===== src/rtl/riscv_test_monitor_pkg.sv =====
// Shared definitions for the RISC-V test-completion monitor: FSM state
// encodings and the default register indices that carry test status.
package riscv_test_monitor_pkg;

  typedef enum logic [1:0] {
    ST_IDLE   = 2'd0,
    ST_RUN    = 2'd1,
    ST_SETTLE = 2'd2,
    ST_DONE   = 2'd3
  } mon_state_e;

  localparam int DEF_TESTNUM_REG = 3;   // x3 (gp): current test number
  localparam int DEF_DONE_REG    = 26;  // x26: written with 1 at test end
  localparam int DEF_RESULT_REG  = 27;  // x27: 1 = pass

endpackage


===== src/rtl/reg_snoop.sv =====
// Single-register shadow of a register-file write-back port. q_next is the
// value the shadow takes on the coming edge, so the owner can latch a
// verdict that includes a write accepted on that same edge.
module reg_snoop
  import riscv_test_monitor_pkg::*;
#(
  parameter int DATA_W     = 32,
  parameter int REG_ADDR_W = 5,
  parameter int IDX        = DEF_DONE_REG
) (
  input  logic                  clk,
  input  logic                  rst,
  input  logic                  clr,
  input  logic                  en,
  input  logic                  we,
  input  logic [REG_ADDR_W-1:0] waddr,
  input  logic [DATA_W-1:0]     wdata,
  output logic [DATA_W-1:0]     q_next
);

  logic [DATA_W-1:0] q;
  logic              hit;

  // Next shadow value: clear wins, then an enabled write to our index (x0 never matches)
  always_comb begin
    hit    = en && we && (waddr == REG_ADDR_W'(IDX)) && (waddr != '0);
    q_next = q;
    if (clr) begin
      q_next = '0;
    end else if (hit) begin
      q_next = wdata;
    end
  end

  // Shadow register
  always_ff @(posedge clk or negedge rst) begin
    if (!rst) begin
      q <= '0;
    end else begin
      q <= q_next;
    end
  end

endmodule


===== src/rtl/riscv_test_monitor.sv =====
// Test-completion monitor: snoops write-back, waits a settle interval after
// the done register is written with 1, then latches a pass/fail verdict.
// Includes a saturating cycle counter and a RUN-state watchdog.
// Optional macro TEST_MONITOR_DISPLAY_EN adds a simulation-only verdict banner.
module riscv_test_monitor
  import riscv_test_monitor_pkg::*;
#(
  parameter int DATA_W         = 32,
  parameter int REG_ADDR_W     = 5,
  parameter int DONE_REG       = DEF_DONE_REG,
  parameter int RESULT_REG     = DEF_RESULT_REG,
  parameter int TESTNUM_REG    = DEF_TESTNUM_REG,
  parameter int SETTLE_CYCLES  = 20,
  parameter int TIMEOUT_CYCLES = 100000,
  parameter int CNT_W          = 32
) (
  input  logic                  clk,
  input  logic                  rst,
  input  logic                  start_i,
  input  logic                  we_i,
  input  logic [REG_ADDR_W-1:0] waddr_i,
  input  logic [DATA_W-1:0]     wdata_i,
  output logic                  busy_o,
  output logic                  done_o,
  output logic                  pass_o,
  output logic                  fail_o,
  output logic                  timeout_o,
  output logic [DATA_W-1:0]     testnum_o,
  output logic [CNT_W-1:0]      cycles_o
);

  localparam int             SC_W        = (SETTLE_CYCLES > 1) ? $clog2(SETTLE_CYCLES) : 1;
  localparam logic [SC_W-1:0] SETTLE_LOAD = SC_W'(SETTLE_CYCLES - 1);
  localparam bit             WD_EN       = (TIMEOUT_CYCLES != 0);
  localparam logic [CNT_W-1:0] TO_LAST   = CNT_W'(TIMEOUT_CYCLES - 1);

  mon_state_e        state;
  logic [SC_W-1:0]   settle_cnt;
  logic              active, arm;
  logic              done_wr, done_hit, settle_end, go_timeout, go_done, pass_now;
  logic [DATA_W-1:0] done_next, result_next, testnum_next;

  reg_snoop #(.DATA_W(DATA_W), .REG_ADDR_W(REG_ADDR_W), .IDX(DONE_REG)) u_done (
    .clk(clk), .rst(rst), .clr(arm), .en(active), .we(we_i),
    .waddr(waddr_i), .wdata(wdata_i), .q_next(done_next)
  );

  reg_snoop #(.DATA_W(DATA_W), .REG_ADDR_W(REG_ADDR_W), .IDX(RESULT_REG)) u_result (
    .clk(clk), .rst(rst), .clr(arm), .en(active), .we(we_i),
    .waddr(waddr_i), .wdata(wdata_i), .q_next(result_next)
  );

  reg_snoop #(.DATA_W(DATA_W), .REG_ADDR_W(REG_ADDR_W), .IDX(TESTNUM_REG)) u_testnum (
    .clk(clk), .rst(rst), .clr(arm), .en(active), .we(we_i),
    .waddr(waddr_i), .wdata(wdata_i), .q_next(testnum_next)
  );

  // Transition conditions; a done write on the watchdog's last cycle wins over the timeout
  always_comb begin
    active     = (state == ST_RUN) || (state == ST_SETTLE);
    arm        = start_i && ((state == ST_IDLE) || (state == ST_DONE));
    done_wr    = we_i && (waddr_i == REG_ADDR_W'(DONE_REG)) && (waddr_i != '0);
    done_hit   = (state == ST_RUN) && done_wr && (done_next == DATA_W'(1));
    settle_end = (state == ST_SETTLE) && (settle_cnt == '0);
    go_timeout = WD_EN && (state == ST_RUN) && (cycles_o == TO_LAST) && !done_hit;
    go_done    = (done_hit && (SETTLE_CYCLES == 0)) || settle_end || go_timeout;
    pass_now   = !go_timeout && (result_next == DATA_W'(1));
  end

  // Monitor FSM with settle counter, cycle counter and registered verdict
  always_ff @(posedge clk or negedge rst) begin
    if (!rst) begin
      state      <= ST_IDLE;
      settle_cnt <= '0;
      busy_o     <= 1'b0;
      done_o     <= 1'b0;
      pass_o     <= 1'b0;
      fail_o     <= 1'b0;
      timeout_o  <= 1'b0;
      testnum_o  <= '0;
      cycles_o   <= '0;
    end else if (arm) begin
      state      <= ST_RUN;
      settle_cnt <= '0;
      busy_o     <= 1'b1;
      done_o     <= 1'b0;
      pass_o     <= 1'b0;
      fail_o     <= 1'b0;
      timeout_o  <= 1'b0;
      testnum_o  <= '0;
      cycles_o   <= '0;
    end else if (go_done) begin
      // cycles_o is not advanced on the edge that enters DONE
      state     <= ST_DONE;
      busy_o    <= 1'b0;
      done_o    <= 1'b1;
      pass_o    <= pass_now;
      fail_o    <= !pass_now;
      timeout_o <= go_timeout;
      testnum_o <= testnum_next;
    end else if (active) begin
      if (cycles_o != '1) begin
        cycles_o <= cycles_o + CNT_W'(1);
      end
      if (done_hit) begin
        state      <= ST_SETTLE;
        settle_cnt <= SETTLE_LOAD;
      end else if (state == ST_SETTLE) begin
        settle_cnt <= settle_cnt - SC_W'(1);
      end
    end
  end

`ifdef TEST_MONITOR_DISPLAY_EN
  // Verdict banner on entry to DONE (simulation only)
  always @(posedge done_o) begin
    if (pass_o) begin
      $display("[riscv_test_monitor] *** PASS ***");
    end else begin
      $display("[riscv_test_monitor] *** TEST FAILED *** test %0d after %0d cycles%s",
               testnum_o, cycles_o, timeout_o ? " (timeout)" : "");
    end
  end
`endif

endmodule

===== config.mk =====
export PLATFORM = sky130hd
export DESIGN_NAME = riscv_test_monitor
export DESIGN_NICKNAME = d
export VERILOG_FILES = /design/src/rtl/riscv_test_monitor_pkg.sv /design/src/rtl/reg_snoop.sv /design/src/rtl/riscv_test_monitor.sv
export SDC_FILE = /design/constraint.sdc
export NUM_CORES = 1
export LEC_CHECK = 0
export ABC_AREA = 1
export BUFFER_PORTS_ARGS = -buffer_cell sky130_fd_sc_hd__buf_2
export CORE_MARGIN = 2
export CORE_UTILIZATION = 55
export DETAILED_ROUTE_END_ITERATION = 7
export PLACE_DENSITY = 0.79
export SLEW_MARGIN = 25
export SYNTH_ARGS = -nofsm -noshare
export SYNTH_HDL_FRONTEND = slang
export SYNTH_SLANG_ARGS = --single-unit

===== constraint.sdc =====
create_clock -name clk -period 5.25 [get_ports clk]
set_input_delay 0 -clock clk [delete_from_list [all_inputs] [get_ports clk]]
set_output_delay 0 -clock clk [all_outputs]
set_load 0.01 [all_outputs]

; ---- Yosys cells after proc, flatten, opt, wreduce, memory -nomap -nowiden
; Index checks and enable logic that the tools add are counted.
[word_totals]
input_bits = 41
register_bits = 172
out_inout_bits = 69
word_cells = 90
[classes]
eq_ne = 11
add_sub_neg = 2
n_reduce_logical = 34
mux = 31
[ops]
columns = cell, n
row1 = two-way mux 32 bit, 12
row2 = == test 32 x 1 -> 1 bit (second input constant), 2
row3 = adder 32 x 1 -> 32 bit (second input constant), 1
row4 = == test 32 x 17 -> 1 bit (second input constant), 1
row5 = inequality test 32 bit (second input constant), 1
row6 = two-way mux 5 bit, 5
row7 = logical AND 1 bit, 16
row8 = == test 5 bit (second input constant), 2
row9 = two-way mux 1 bit, 10
row10 = nonzero test 3 bit, 3
row11 = two-way mux 2 bit, 4
row12 = AND reduction 3 bit, 2
row13 = nonzero test 2 bit, 3
row14 = == test 5 x 2 -> 1 bit (second input constant), 1
row15 = zero test 5 bit, 1
row16 = nonzero test 5 bit, 1
row17 = subtractor 5 x 1 -> 5 bit (second input constant), 1
row18 = == test 2 bit (second input constant), 2
row19 = zero test 1 bit, 3
row20 = logical OR 1 bit, 3
row21 = == test 2 x 1 -> 1 bit (second input constant), 1
row22 = zero test 2 bit, 1
row23 = inequality test 2 bit (second input constant), 1
row24 = AND reduction 2 bit, 1

; ---- Logic depth before layout (Yosys ltp)
[depth]
ltp_word = 16
mapped_depth = 19
mapped_depth_nobuf = 17

; ---- Cells and area by module
; Synthesis repeated with hierarchy kept, for this count alone.
[hier_totals]
cells_unflattened = 1302
hier_area_um2 = 9346.5
[by_module_without_submodules]
columns = module, seq_area_each_um2, instances, cells_each, area_each_um2
row1 = riscv_test_monitor, 1901.8, 1, 651, 4439.3
row2 = reg_snoop (u_result), 800.8, 1, 215, 1687.9
row3 = reg_snoop (u_testnum), 800.8, 1, 220, 1631.6
row4 = reg_snoop (u_done), 800.8, 1, 216, 1587.8

; ---- Least setup slack after synthesis
; OpenSTA, ideal clock, no wires.
[synth_timing]
path_kind = reg2reg
from = register state[0]
to = register cycles_o[24]
t_required_ns = 5.133
path_buffers = 2
stages_incl_launch_ff = 19
slack_ns = 2.865
setup_time_ns = 0.117
t_arrival_ns = 2.268
cell_sequence = dfrtp_1 > inv_1 > ha_1 > nor2_4 > buf_2 > nand3_1 > nand3_1 > nand2_1 > nor2_1 > nand2_1 > nor2_1 > nand3_2 > nand2_4 > nand2_8 > nand2_4 > nand2_4 > buf_6 > nand2_1 > nand2_1
[synth_via]
elab_chain_len = 14
word_cells_on_any_way = 25
classes_between = eq/ne: 5 / mux: 3 / reduce/logical: 17
[synth_lines]
columns = element, line_no
row1 = start: declaration, riscv_test_monitor.sv:37  ; mon_state_e state;
row2 = start signal: assignment, riscv_test_monitor.sv:73  ; state <= ST_IDLE;
row3 = start signal: assignment, riscv_test_monitor.sv:83  ; state <= ST_RUN;
row4 = start signal: assignment, riscv_test_monitor.sv:94  ; state <= ST_DONE;
row5 = == test 2 x 1 -> 1 bit or == test 2 bit (tied branches), n/a
row6 = logical OR 1 bit, riscv_test_monitor.sv:60  ; active = (state == ST_RUN) || (state == ST_SETTLE);
row7 = logical AND 1 bit (3 in a row), reg_snoop.sv:26  ; hit = en && we && (waddr == REG_ADDR_W'(IDX)) && (waddr != '0);
row8 = two-way mux 32 bit, reg_snoop.sv:30  ; end else if (hit) begin
row9 = two-way mux 32 bit, reg_snoop.sv:28  ; if (clr) begin
row10 = == test 32 x 1 -> 1 bit, riscv_test_monitor.sv:63  ; done_hit = (state == ST_RUN) && done_wr && (done_next == DATA_W'(1));
row11 = logical AND 1 bit, riscv_test_monitor.sv:63
row12 = zero test 1 bit, riscv_test_monitor.sv:65  ; go_timeout = WD_EN && (state == ST_RUN) && (cycles_o == TO_LAST) && !done_hit;
row13 = logical AND 1 bit, riscv_test_monitor.sv:65
row14 = logical OR 1 bit, riscv_test_monitor.sv:66  ; go_done = (done_hit && (SETTLE_CYCLES == 0)) || settle_end || go_timeout;
row15 = inequality test 2 bit (no line), n/a
row16 = AND reduction 3 bit (no line), n/a
row17 = end signal: assignment, riscv_test_monitor.sv:103  ; cycles_o <= cycles_o + CNT_W'(1);
row18 = end: declaration, riscv_test_monitor.sv:29  ; output logic [CNT_W-1:0] cycles_o
; Several ways; a longest one is shown, not always the timed one.
; A chain may end at the register's enable or synchronous reset.

; ---- Worst setup path after layout
[layout_timing]
from = register state[0]
to = register cycles_o[11]
; The elaborated chain is that of the path after synthesis.

==> impl_metrics.csv <==
group,metric,value,unit
placed_design,dp.cells,1462,
clock_tree,clock-sinks,172,
timing,maxSlewHeadroom,0.445,
global_route,grt_pass1_vias,7424,
yosys,synth_cell_types,33,
clock_tree,cts_resized,0,
power_and_ir_drop,power_density,383,nW/µm²
global_route,grt.overflow.total,0,
worst_setup_path,crit_arrival,4.30,ns
yosys,yosys_warnings,0,
worst_setup_path,critical_path_class,"register to register",
worst_setup_path,start_kind,"register",
yosys,synthesis.nets,1224,
timing,hold_viol_final,0,
yosys,seq_area_frac_synth,0.485,
clock_tree,cts_hold_buf,32,
detailed_routing,drcViolationCount,0,
yosys,synth_area_per_cell,7.53,µm²
die,die_area,17200,µm²
clock_tree,clock_tree.root_cell,"clkbuf_16",
timing,tns,0,ns
detailed_routing,wl,22700,µm
detailed_routing,ant_nets,0,
cells_and_area,final_nets,1343,
clock_tree,cts_tree,"built",
placed_design,port_buffers,109,
clock_tree,clk_latency,0.45,ns
power_and_ir_drop,irDropWorstVdd,0.000297,V
placed_design,detailed_place_hpwl,15100,µm
cells_and_area,area_growth,17.7,%
global_route,grt_max_degree,93,
yosys,syn-instance-count,1179,
worst_setup_path,slowest_stage,"nand3_2",
cells_and_area,instances_no_fill,1527,
worst_setup_path,path_cells,"inv_1 > ha_1 > nor2_4 > buf_4 > nand3_2 > buf_4 > nand2_1 > nand3_1 > nand2_1 > nor2_1 > and2_1 > nand3_2 > nand2_4 > nand2_8 > nand2_4 > nand2_4 > nand2_1 > nand2_1",
die,die_w,131,µm
timing,period_needed,3.93,ns
die,die_h,131,µm
cells_and_area,antenna_cells,0,
worst_setup_path,max_stage_delay,0.42,ns
detailed_routing,via_per_inst,5.23,
global_route,groute.usage.overall,0.275,
timing,rsz0062_at_grt,"no",
detailed_routing,avgRoutedWirePerCell,14.8,µm
worst_setup_path,end_kind,"register",
timing,drv_slew,0,
worst_setup_path,critPathRequiredTime,5.62,ns
cells_and_area,fin_util,0.660,
clock_tree,cts_made_buffers,17,
timing,clock.fmax,254,MHz
die,start_util,0.561,
die,core_area,15800,µm²
yosys,syn-cell-area,8880,µm²
clock_tree,cts_max_level,4,
die,placementRows,46,
min_path,hp-class,"input pin to register",
timing,period_share,0.749,
clock_tree,clkTransAtPathRegs,0.07,ns
timing,fin_skew,0.0128,ns
run,maxCapViolCount,0,
detailed_routing,initialDrtViolationCount,649,
detailed_routing,vias,7987,
worst_setup_path,cp_max_fo,37,
clock_tree,post-cts-setup-buffers,0,
yosys,ys_ff_latch,172,
outcome,run_status,"finished, final reports clean",
power_and_ir_drop,p_leak,6.22,nW
timing,setup_viol,0,
global_route,antenna_found_initial,0,
detailed_routing,drtPass1Iterations,7,
worst_setup_path,critPathMostFrequentCell,"nand2_1",
cells_and_area,layout-drive-gt1-share,0.137,
placed_design,place_congestion,0.942,
global_route,grt_pass1_wl,36900,µm
die,io_pins,110,
clock_tree,clk_path_buf_depth,2,
timing,tightest_slew,0.833,ns
==> placed cells by master (no fill, tap or decap), types with 6 or more instances in the layout <==
cell type and n:
nand3_1 108, nand2_1 342, buf_4 9, inv_8 6
nor4_1 13, or2_2 15, clkbuf_16 17, inv_1 168
buf_2 108, nor3_1 22, a21oi_1 21, nand4_1 14
xnor2_1 12, xor2_1 16, o21ai_0 37, nand3b_1 28
dlygate4sd3_1 32, nor2_1 136, dfrtp_1 172
==> area by class of cell <==
type                            count  area (µm²)
Clock buffer                       17         425
Clock inverter                     15         171
Multi-Input combinational cell    785        3660
Fill cell                        1348        5380
Sequential cell                   172        4300
Timing Repair Buffer              152         978
Tap cell                          216         270
Inverter                          170         638
==> cells in the mapped netlist, drive strengths merged <==
cell type,n,area [µm²]
nor3b,1,7.51
nor3,22,110
nor2,140,551
a21oi,21,105
o21ai,38,190
and3,1,6.26
ha,4,50.1
xor2,16,140
nand3,110,561
clkinv,1,3.75
dfrtp,172,4300
nand3b,28,210
xnor2,12,105
inv,169,634
or2,15,93.8
nand4,14,87.6
buf,26,180
nand2,348,1350
o31ai,1,7.51
nor4,13,81.3
clkbuf,26,97.6
and2,1,6.26
==> stage by stage <==
step / total power, mW / worst slack [ns] / cell area, µm² / hold WS (ns)
2_1_floorplan: 2.42 / 2.87 / 8880 / -0.296
3_3_place_gp: 2.65 / 1.47 / 9500 / 0.133
3_5_place_dp: 2.68 / 1.31 / 9500 / 0.142
4_1_cts: 3.98 / 1.24 / 10400 / 0.00187
5_1_grt: 4.24 / 0.974 / 10500 / 0.0357
6_report: 4.00 / 1.32 / 10500 / 0.0199
==> worst max-delay path: cells and delay by family, from the launching register on <==
family	cells	cell delay, ns
AND/OR/NAND/NOR	14	2.34
buffers and inverters	3	0.73
flip-flops	1	0.39
adder cells (fa/ha/maj)	1	0.36
==> layer usage <==
metal	vias up	GRT usage	share of wire
li1	3893	-	-
met1	3745	0.404	0.47
met2	304	0.421	0.45
met3	45	0.0349	0.059
met4	0	0.103	0.024
met5	-	0	0
==> power breakdown <==
part           internal, mW  switching, mW  leakage [nW]
Clock                 0.683          0.601         0.297
Combinational         0.362          0.803          3.55
Sequential             1.48         0.0759          2.37
Total                  2.52           1.48          6.22
==> final timing paths <==
kind / from / to / slack (ns) / cells after the start
worst max-delay path: state[0] / cycles_o[11] / 1.32 / 18
worst min-delay path: wdata_i[0] / u_result.q[0] / 0.02 / 3
worst max register to register: state[0] / cycles_o[11] / 1.32 / 18
worst min register to register: testnum_o[17] / testnum_o[17] / 0.46 / 2
max in group asynchronous: rst / u_done.q[7] / 3.78 / 3
min in group asynchronous: rst / testnum_o[9] / 0.21 / 2
==> cells by family after synthesis <==
kind of cell	Yosys count	synth area share
AO/OA/AOI/OAI	60	0.0341
XOR/XNOR	28	0.0276
adder cells (fa/ha/maj)	4	0.00564
buffers and inverters	222	0.103
flip-flops	172	0.485
AND/OR/NAND/NOR	693	0.345
==> sequential cells by signal (all words and copies together), names as in the netlist <==
signal       cells
u_done.q        32
timeout_o        1
pass_o           1
testnum_o       32
settle_cnt       5
u_testnum.q     32
state            2
fail_o           1
cycles_o        32
busy_o           1
done_o           1
u_result.q      32
Note: power is estimated with default switching activity, not from simulation.
